--- src/rtl/dmem_pkg.sv ---
// Shared types and constants for the wait-state data-memory responder.
// The optional write trace is enabled with `DMEM_WRITE_TRACE_EN in dmem_wait_responder.
package dmem_pkg;

    localparam int LAT_W = 4;

    typedef enum logic [1:0] {
        IDLE = 2'd0,
        WAIT = 2'd1,
        RESP = 2'd2
    } state_e;

    localparam logic [1:0] ERR_MISALIGN = 2'b01;
    localparam logic [1:0] ERR_RANGE    = 2'b10;

    // Full-width range compare so that out-of-range addresses never alias onto a valid word.
    function automatic logic [1:0] addr_check(input logic [31:0] addr, input logic [31:0] limit);
        logic [1:0] code;
        code = 2'b00;
        if (addr[1:0] != 2'b00) begin
            code = code | ERR_MISALIGN;
        end
        if (addr >= limit) begin
            code = code | ERR_RANGE;
        end
        return code;
    endfunction

endpackage

--- src/rtl/dmem_array.sv ---
// Word storage for the responder: DEPTH x 32 bits, synchronous write, asynchronous read.
module dmem_array #(
    parameter int DEPTH  = 64,
    parameter int ADDR_W = $clog2(DEPTH)
) (
    input  logic              clk,
    input  logic              we_i,
    input  logic [ADDR_W-1:0] idx_i,
    input  logic [31:0]       d_i,
    output logic [31:0]       q_o
);

    logic [31:0] mem_q [DEPTH];

    // Store port; contents are intentionally not reset.
    always_ff @(posedge clk) begin
        if (we_i) begin
            mem_q[idx_i] <= d_i;
        end
    end

    assign q_o = mem_q[idx_i];

endmodule

--- src/rtl/dmem_wait_responder.sv ---
// Load/store responder completing each request after LATENCY wait cycles with a one-cycle ready pulse.
// Define DMEM_WRITE_TRACE_EN to add last_wr_addr / last_wr_data / wr_count trace outputs.
module dmem_wait_responder
    import dmem_pkg::*;
#(
    parameter int DEPTH   = 64,
    parameter int LATENCY = 2
) (
    input  logic        clk,
    input  logic        reset,
    input  logic        req,
    input  logic        we,
    input  logic [31:0] addr,
    input  logic [31:0] wdata,
    output logic [31:0] rdata,
    output logic        ready,
    output logic        err,
    output logic        busy
`ifdef DMEM_WRITE_TRACE_EN
    ,
    output logic [31:0] last_wr_addr,
    output logic [31:0] last_wr_data,
    output logic [15:0] wr_count
`endif
);

    localparam int                ADDR_W   = $clog2(DEPTH);
    localparam logic [31:0]       LIMIT    = 32'(4 * DEPTH);
    localparam logic [LAT_W-1:0]  CNT_INIT = LAT_W'(LATENCY - 1);

    state_e            state_q;
    logic [LAT_W-1:0]  cnt_q;
    logic              we_q;
    logic [ADDR_W-1:0] idx_q;
    logic [31:0]       wdata_q;
    logic [1:0]        errc_q;
    logic [31:0]       rdata_q;
    logic              ready_q;
    logic              err_q;
    logic              busy_q;

    logic [1:0]        errc_d;
    logic [31:0]       rdata_d;
    logic [31:0]       arr_rd_s;
    logic              accept_s;
    logic              commit_s;

    assign errc_d   = addr_check(addr, LIMIT);
    assign accept_s = (state_q == IDLE) && req;
    assign commit_s = (state_q == WAIT) && (cnt_q == '0) && we_q && (errc_q == 2'b00);

    dmem_array #(
        .DEPTH  (DEPTH),
        .ADDR_W (ADDR_W)
    ) u_array (
        .clk   (clk),
        .we_i  (commit_s),
        .idx_i (idx_q),
        .d_i   (wdata_q),
        .q_o   (arr_rd_s)
    );

    // Erroneous loads return zero instead of whatever the truncated index points at.
    always_comb begin
        if (errc_q != 2'b00) begin
            rdata_d = 32'd0;
        end else begin
            rdata_d = arr_rd_s;
        end
    end

    // Request FSM with wait counter and registered response outputs.
    always_ff @(posedge clk or negedge reset) begin
        if (!reset) begin
            state_q <= IDLE;
            cnt_q   <= '0;
            we_q    <= 1'b0;
            idx_q   <= '0;
            wdata_q <= 32'd0;
            errc_q  <= 2'b00;
            rdata_q <= 32'd0;
            ready_q <= 1'b0;
            err_q   <= 1'b0;
            busy_q  <= 1'b0;
        end else begin
            case (state_q)
                IDLE: begin
                    ready_q <= 1'b0;
                    if (req) begin
                        state_q <= WAIT;
                        cnt_q   <= CNT_INIT;
                        we_q    <= we;
                        idx_q   <= addr[ADDR_W+1:2];
                        wdata_q <= wdata;
                        errc_q  <= errc_d;
                        busy_q  <= 1'b1;
                    end
                end
                WAIT: begin
                    if (cnt_q != '0) begin
                        cnt_q <= cnt_q - LAT_W'(1);
                    end else begin
                        state_q <= RESP;
                        ready_q <= 1'b1;
                        err_q   <= (errc_q != 2'b00);
                        if (!we_q) begin
                            rdata_q <= rdata_d;
                        end
                    end
                end
                RESP: begin
                    state_q <= IDLE;
                    ready_q <= 1'b0;
                    busy_q  <= 1'b0;
                end
                default: begin
                    state_q <= IDLE;
                    ready_q <= 1'b0;
                    busy_q  <= 1'b0;
                end
            endcase
        end
    end

    assign rdata = rdata_q;
    assign ready = ready_q;
    assign err   = err_q;
    assign busy  = busy_q;

`ifdef DMEM_WRITE_TRACE_EN
    logic [31:0] addr_q;
    logic [31:0] last_wr_addr_q;
    logic [31:0] last_wr_data_q;
    logic [15:0] wr_count_q;

    // Trace log: keeps the full request address and records each committed store.
    always_ff @(posedge clk or negedge reset) begin
        if (!reset) begin
            addr_q         <= 32'd0;
            last_wr_addr_q <= 32'd0;
            last_wr_data_q <= 32'd0;
            wr_count_q     <= 16'd0;
        end else begin
            if (accept_s) begin
                addr_q <= addr;
            end
            if (commit_s) begin
                last_wr_addr_q <= addr_q;
                last_wr_data_q <= wdata_q;
                wr_count_q     <= wr_count_q + 16'd1;
            end
        end
    end

    assign last_wr_addr = last_wr_addr_q;
    assign last_wr_data = last_wr_data_q;
    assign wr_count     = wr_count_q;
`endif

endmodule

--- config.mk ---
export PLATFORM = sky130hd
export DESIGN_NAME = dmem_wait_responder
export DESIGN_NICKNAME = d
export VERILOG_FILES = /design/src/rtl/dmem_pkg.sv /design/src/rtl/dmem_array.sv /design/src/rtl/dmem_wait_responder.sv
export SDC_FILE = /design/constraint.sdc
export NUM_CORES = 2
export LEC_CHECK = 0
export ABC_AREA = 1
export BUFFER_PORTS_ARGS = -buffer_cell sky130_fd_sc_hd__clkbuf_2
export CORE_MARGIN = 5
export CORE_UTILIZATION = 50
export CTS_CLUSTER_DIAMETER = 80
export DETAILED_ROUTE_END_ITERATION = 8
export PLACE_DENSITY = 0.77
export SLEW_MARGIN = 20
export SYNTH_ARGS = -nofsm -noshare
export SYNTH_HDL_FRONTEND = slang
export SYNTH_SLANG_ARGS = --single-unit
--- constraint.sdc ---
create_clock -name clk -period 4.6 [get_ports clk]
set_clock_uncertainty 0.1 [all_clocks]
set_input_delay 0.69 -clock clk [delete_from_list [all_inputs] [get_ports clk]]
set_output_delay 0.69 -clock clk [all_outputs]
set_load 0.03 [all_outputs]
# Word level (Yosys, flattened, before mapping)
# Memories as Yosys holds them, arrays and structs flattened.
# Cells that the tools add are included.
# op_classes
reduce_logical	16
magnitude_cmp	1
n_eq_ne	4
n_bitwise	3
addsub	1
mux	15
# ops
operator	count
greater-or-equal comparator 32 x 9 -> 1 bit (second input constant)	1
2-to-1 mux 32 bit	1
2-to-1 mux 4 bit	2
case mux 4 bit (2 select lines)	1
AND reduction 2 bit	4
2-to-1 mux 1 bit	6
2-to-1 mux 2 bit	3
AND reduction 3 bit	2
nonzero test 2 bit	3
zero test 2 bit	2
zero test 4 bit	1
!= test 2 bit (second input constant)	2
case mux 2 bit (2 select lines)	1
nonzero test 4 bit	1
subtractor 4 x 1 -> 4 bit (second input constant)	1
logical AND 1 bit	3
NOT 1 bit	3
equality test 2 x 1 -> 1 bit (second input constant)	1
!= test 2 x 1 -> 1 bit (second input constant)	1
case mux 1 bit (2 select lines)	1
# word_totals
mem_count	1
ramBits	2048
word_cells	51
out_inout_bits	35
regBits	82
# mem_list
memory	depth	word_bits	read_ports	rd_clocked_by_memory_dff	wr	line	source
u_array.mem_q	64	32	1	0	1	dmem_array.sv:13	logic [31:0] mem_q [DEPTH];

# Logic depth before layout (Yosys ltp)
# logic_depth
ltp_word	6
depth_mapped	13

# Hierarchy
# A second synthesis with hierarchy kept.
# hier_totals
hier_cells	8792
hier_area_um2	89399.5
# by_module_without_submodules
mod	cells_each	n_inst	area_each_um2
dmem_array	8408	1	85862.3
dmem_wait_responder	384	1	3537.1

# Least setup slack after synthesis
# No wires, ideal clock.
# synth_path
path_kind	register to register
from	register cnt_q[0]
to	memory u_array.mem_q[0][0], enable pin
required_time_ns	4.079
arrival_time_ns	2.877
setup_ns	0.421
n_path_buf	0
path_slack_ns	1.201
path_stages_with_launch	9
cell_sequence	dfrtp_1 > inv_1 > ha_1 > inv_1 > nor3_2 > inv_1 > nor4_4 > nand3_1 > nor2_1
# synth_between
elab_chain_cells	6
# synth_rtl
element	line	source
start, declared	dmem_wait_responder.sv:32	logic [LAT_W-1:0] cnt_q;
start signal, assigned	dmem_wait_responder.sv:101	cnt_q <= cnt_q - LAT_W'(1);
zero test 4 bit	dmem_wait_responder.sv:50	assign commit_s = (state_q == WAIT) && (cnt_q == '0) && we_q && (errc_q == 2'b00);
logical AND 1 bit (3 in a row)	dmem_wait_responder.sv:50	
2-to-1 mux 1 bit	dmem_array.sv:17	if (we_i) begin
2-to-1 mux 1 bit (not written as such)	dmem_array.sv:18	mem_q[idx_i] <= d_i;
end, declared	dmem_array.sv:13	
# No other way between the ends.

# Final worst setup path
# layout_path
from	register idx_q[0]
to	register rdata_q[16], in the netlist rdata[16]
# layout_between
elab_chain_cells	2
# layout_rtl
element	line	source
start, declared	dmem_wait_responder.sv:34	logic [ADDR_W-1:0] idx_q;
start signal, assigned	dmem_wait_responder.sv:93	idx_q <= addr[ADDR_W+1:2];
memory read (64 x 32 bit)	n/a	
2-to-1 mux 32 bit	dmem_wait_responder.sv:65	if (errc_q != 2'b00) begin
end signal, assigned	dmem_wait_responder.sv:107	rdata_q <= rdata_d;
end, declared	dmem_wait_responder.sv:37	logic [31:0] rdata_q;
# No other way between the ends.
# A chain may end at the register's enable or synchronous reset.

==> summary.txt <==
outcome: complete, no violations
Hold Crit Depth: 3
Sequential Power Share: 0.440
TNS Setup: 0 ns
post-synthesis net count: 8856
CTS resizes: 0
Worst R2R Setup Slack: 1.01 ns
CTS tree: done
combinational group share of total power: 0.284
Worst-Skew Late Latency: 0.85 ns
worst-path maximum fanout: 113
port bufs: 102
1st-iter DRT viols: 8136
total number of vias: 61400
HP Class: in2reg
commonest cells after routing, fill and taps aside: 2766 x nand2_1, 2048 x edfxtp_1, 1879 x inv_1
Critical Path RT: 5.22 ns
largest net degree at the start of global routing: 193
Psw: 20.8 mW
cell count after synthesis: 8787
Max Freq: 0.279 GHz
H-tree depth: 4
Internal: 37.1 mW
Switching Share: 0.360
Sink Count: 2130
nature of the critical path endpoint: flop
vias in the first global route: 60400
count of cell types in the netlist: 29
fin nets: 8992
hold path startpoint: addr[1]
commonest non-fill, non-tap cell in the layout: nand2_1
Syn Area/Cell: 10.4 um^2
total grt overflow: 0
Pins Over Slew Limit: 0
routability cong.: 0.844
Longest Clk Path Bufs: 3
Starting Density: 0.503
DRT Wirelength: 237000 um
relative slew slack: 0.318
share of layout cells above drive strength 1: 0.0828
first-pass GRT wire length: 355000 um
crit path DAT: 4.21 ns
power per standard cell area: 568 mW/mm^2
Clk pin slew, worst setup/hold paths: 0.06 ns
final setup fails: 0
nature of the critical path startpoint: flop
Hold Path Sink: errc_q[0]$_DFFE_PN0P_
Synth Register Bits: 2130
RR Startpoint: idx_q[0]$_DFFE_PN0P_
synth warn: 0
register area share after synthesis: 0.698
1st-pass router iterations: 6
min Tclk post-route: 3.59 ns
VDD IR max: 822 uV
Layout area overhead: 11.9%
Syn Std Cell Area: 0.0910 mm^2
Boundary Pins: 103
r2r endpoint: rdata[16]$_DFFE_PN0P_
total die area: 0.191 mm^2
Die Y: 437 um
period utilization: 0.779
gr usage total: 0.244
Via density: 5.36
Wirelength per Cell: 20.7 um
cell row count: 156
Die X: 437 um
R2R depth: 11
worst setup path class: reg2reg
leakage: 44.7 nW
initial antenna violation count: 5
Final Hold Fails: 0
DRC Markers: 0
Post-DRT Antenna Nets: 0
core area: 0.181 mm^2
max-cap violations: 0
RSZ-0062 raised after global routing: no
overall power: 57.9 mW
CTS buffer count: 204
dpl hpwl: 131000 um
clock group share of total power: 0.276
Clock Tree Root: clkbuf_16
worst-margin pin slew: 1.02 ns
==> routing by layer <==
metal,routed length (um),vias to the layer above,part of all wire,GRT usage
li1,-,28000,-,-
met1,87500,29200,0.37,0.318
met2,112000,3538,0.47,0.399
met3,25200,613,0.11,0.0428
met4,12000,6,0.051,0.119
met5,34,-,0.00014,0
==> flip-flops by register name, summed over array words and instances (netlist names) <==
| register | count |
|---|---|
| busy | 1 |
| u_array.mem_q | 2048 |
| idx_q | 6 |
| errc_q | 2 |
| cnt_q | 4 |
| rdata | 32 |
| we_q | 1 |
| err | 1 |
| ready | 1 |
| state_q | 2 |
| wdata_q | 32 |
==> timing repair <==
item                      4_1_cts  5_1_grt
setup buffers                   0        0
hold buffers                   31        0
hold endpoints to repair       85        0
==> power groups by stage <==
stage | clock network (mW) | logic (mW) | registers [mW]
after floorplan | 0 | 9.33 | 26.1
after detailed placement | 0 | 15.9 | 25.8
final | 16.0 | 16.4 | 25.5
after global routing | 16.9 | 17.8 | 25.5
after CTS | 16.1 | 16.1 | 25.4
after global placement | 0 | 15.5 | 25.8
==> final cells by class <==
class,count,area (um^2)
Clock inverter,90,674
Multi-Input combinational cell,4398,19100
Fill cell,13900,79100
Tap cell,2370,2970
Clock buffer,276,5620
Antenna cell,2,5.00
Inverter,1882,7080
Timing Repair Buffer,307,2770
Sequential cell,2130,63600
==> cells by family after synthesis <==
kind of cell,Yosys count,synth area share
compound gates,304,0.0176
flops,2130,0.698
fa+ha+maj,1,0.000137
simple gates,4092,0.186
xor+xnor,1,0.0000962
buf+inv,2259,0.0977
==> worst max-delay path, stage by stage (launching register included) <==
cell and delay, ns:
dfrtp_4 0.70, inv_8 0.66, buf_12 0.48, nand2_1 0.10, nand3_1 0.11, nand2_1 0.07
o21ai_1 0.23, nand2_1 0.16, nor2_1 0.45, nand2_1 0.13, nand2_1 0.10, nand2_1 0.06
==> stage by stage <==
step	instance area, um^2	utilization	worst slack (ns)	cells	hold WS [ns]
floorplan	91000	-	1.20	8787	0.294
global placement	95200	0.526	1.18	11100	0.364
detailed placement	95200	0.526	1.10	11100	0.364
CTS	102000	0.563	1.03	11500	0.000473
global route	102000	0.563	0.871	11500	0.0427
finish	102000	0.563	1.01	11500	0.0480
==> how the worst max path moves through the flow <==
stage / depth (start not counted) / slack (ns) / start / end
6_report: 11 / 1.01 / idx_q[0]$_DFFE_PN0P_ / rdata[16]$_DFFE_PN0P_
5_1_grt: 11 / 0.87 / idx_q[0]$_DFFE_PN0P_ / rdata[16]$_DFFE_PN0P_
4_1_cts: 11 / 1.03 / idx_q[0]$_DFFE_PN0P_ / rdata[20]$_DFFE_PN0P_
3_5_place_dp: 11 / 1.10 / idx_q[0]$_DFFE_PN0P_ / rdata[16]$_DFFE_PN0P_
3_3_place_gp: 11 / 1.18 / idx_q[0]$_DFFE_PN0P_ / rdata[16]$_DFFE_PN0P_
2_1_floorplan: 8 / 1.20 / cnt_q[0]$_DFFE_PN0P_ / u_array.mem_q[0][0]$_DFFE_PP_
==> cells in the mapped netlist <==
master	n	area, um^2
edfxtp_1	2048	61500
or2_1	5	31.3
o21ai_0	253	1270
nor2_1	207	777
buf_1	13	48.8
nor2_4	1	11.3
a31oi_1	1	6.26
dfrtp_1	82	2050
clkbuf_1	81	304
nand4_1	1	6.26
inv_1	1879	7050
nand3_1	968	4840
o21ai_1	16	80.1
xnor2_1	1	8.76
or2_0	29	181
o211ai_1	32	240
ha_1	1	12.5
nor4_4	1	21.3
a21oi_1	2	10.0
inv_2	3	11.3
nor4_1	6	37.5
or2_2	94	588
nor3_2	1	10.0
buf_4	24	180
nand2_1	2767	10400
nor3_1	8	40.0
buf_2	259	1300
nand2_2	1	6.26
nor2_2	3	18.8
(Power assumes the default switching activity.)
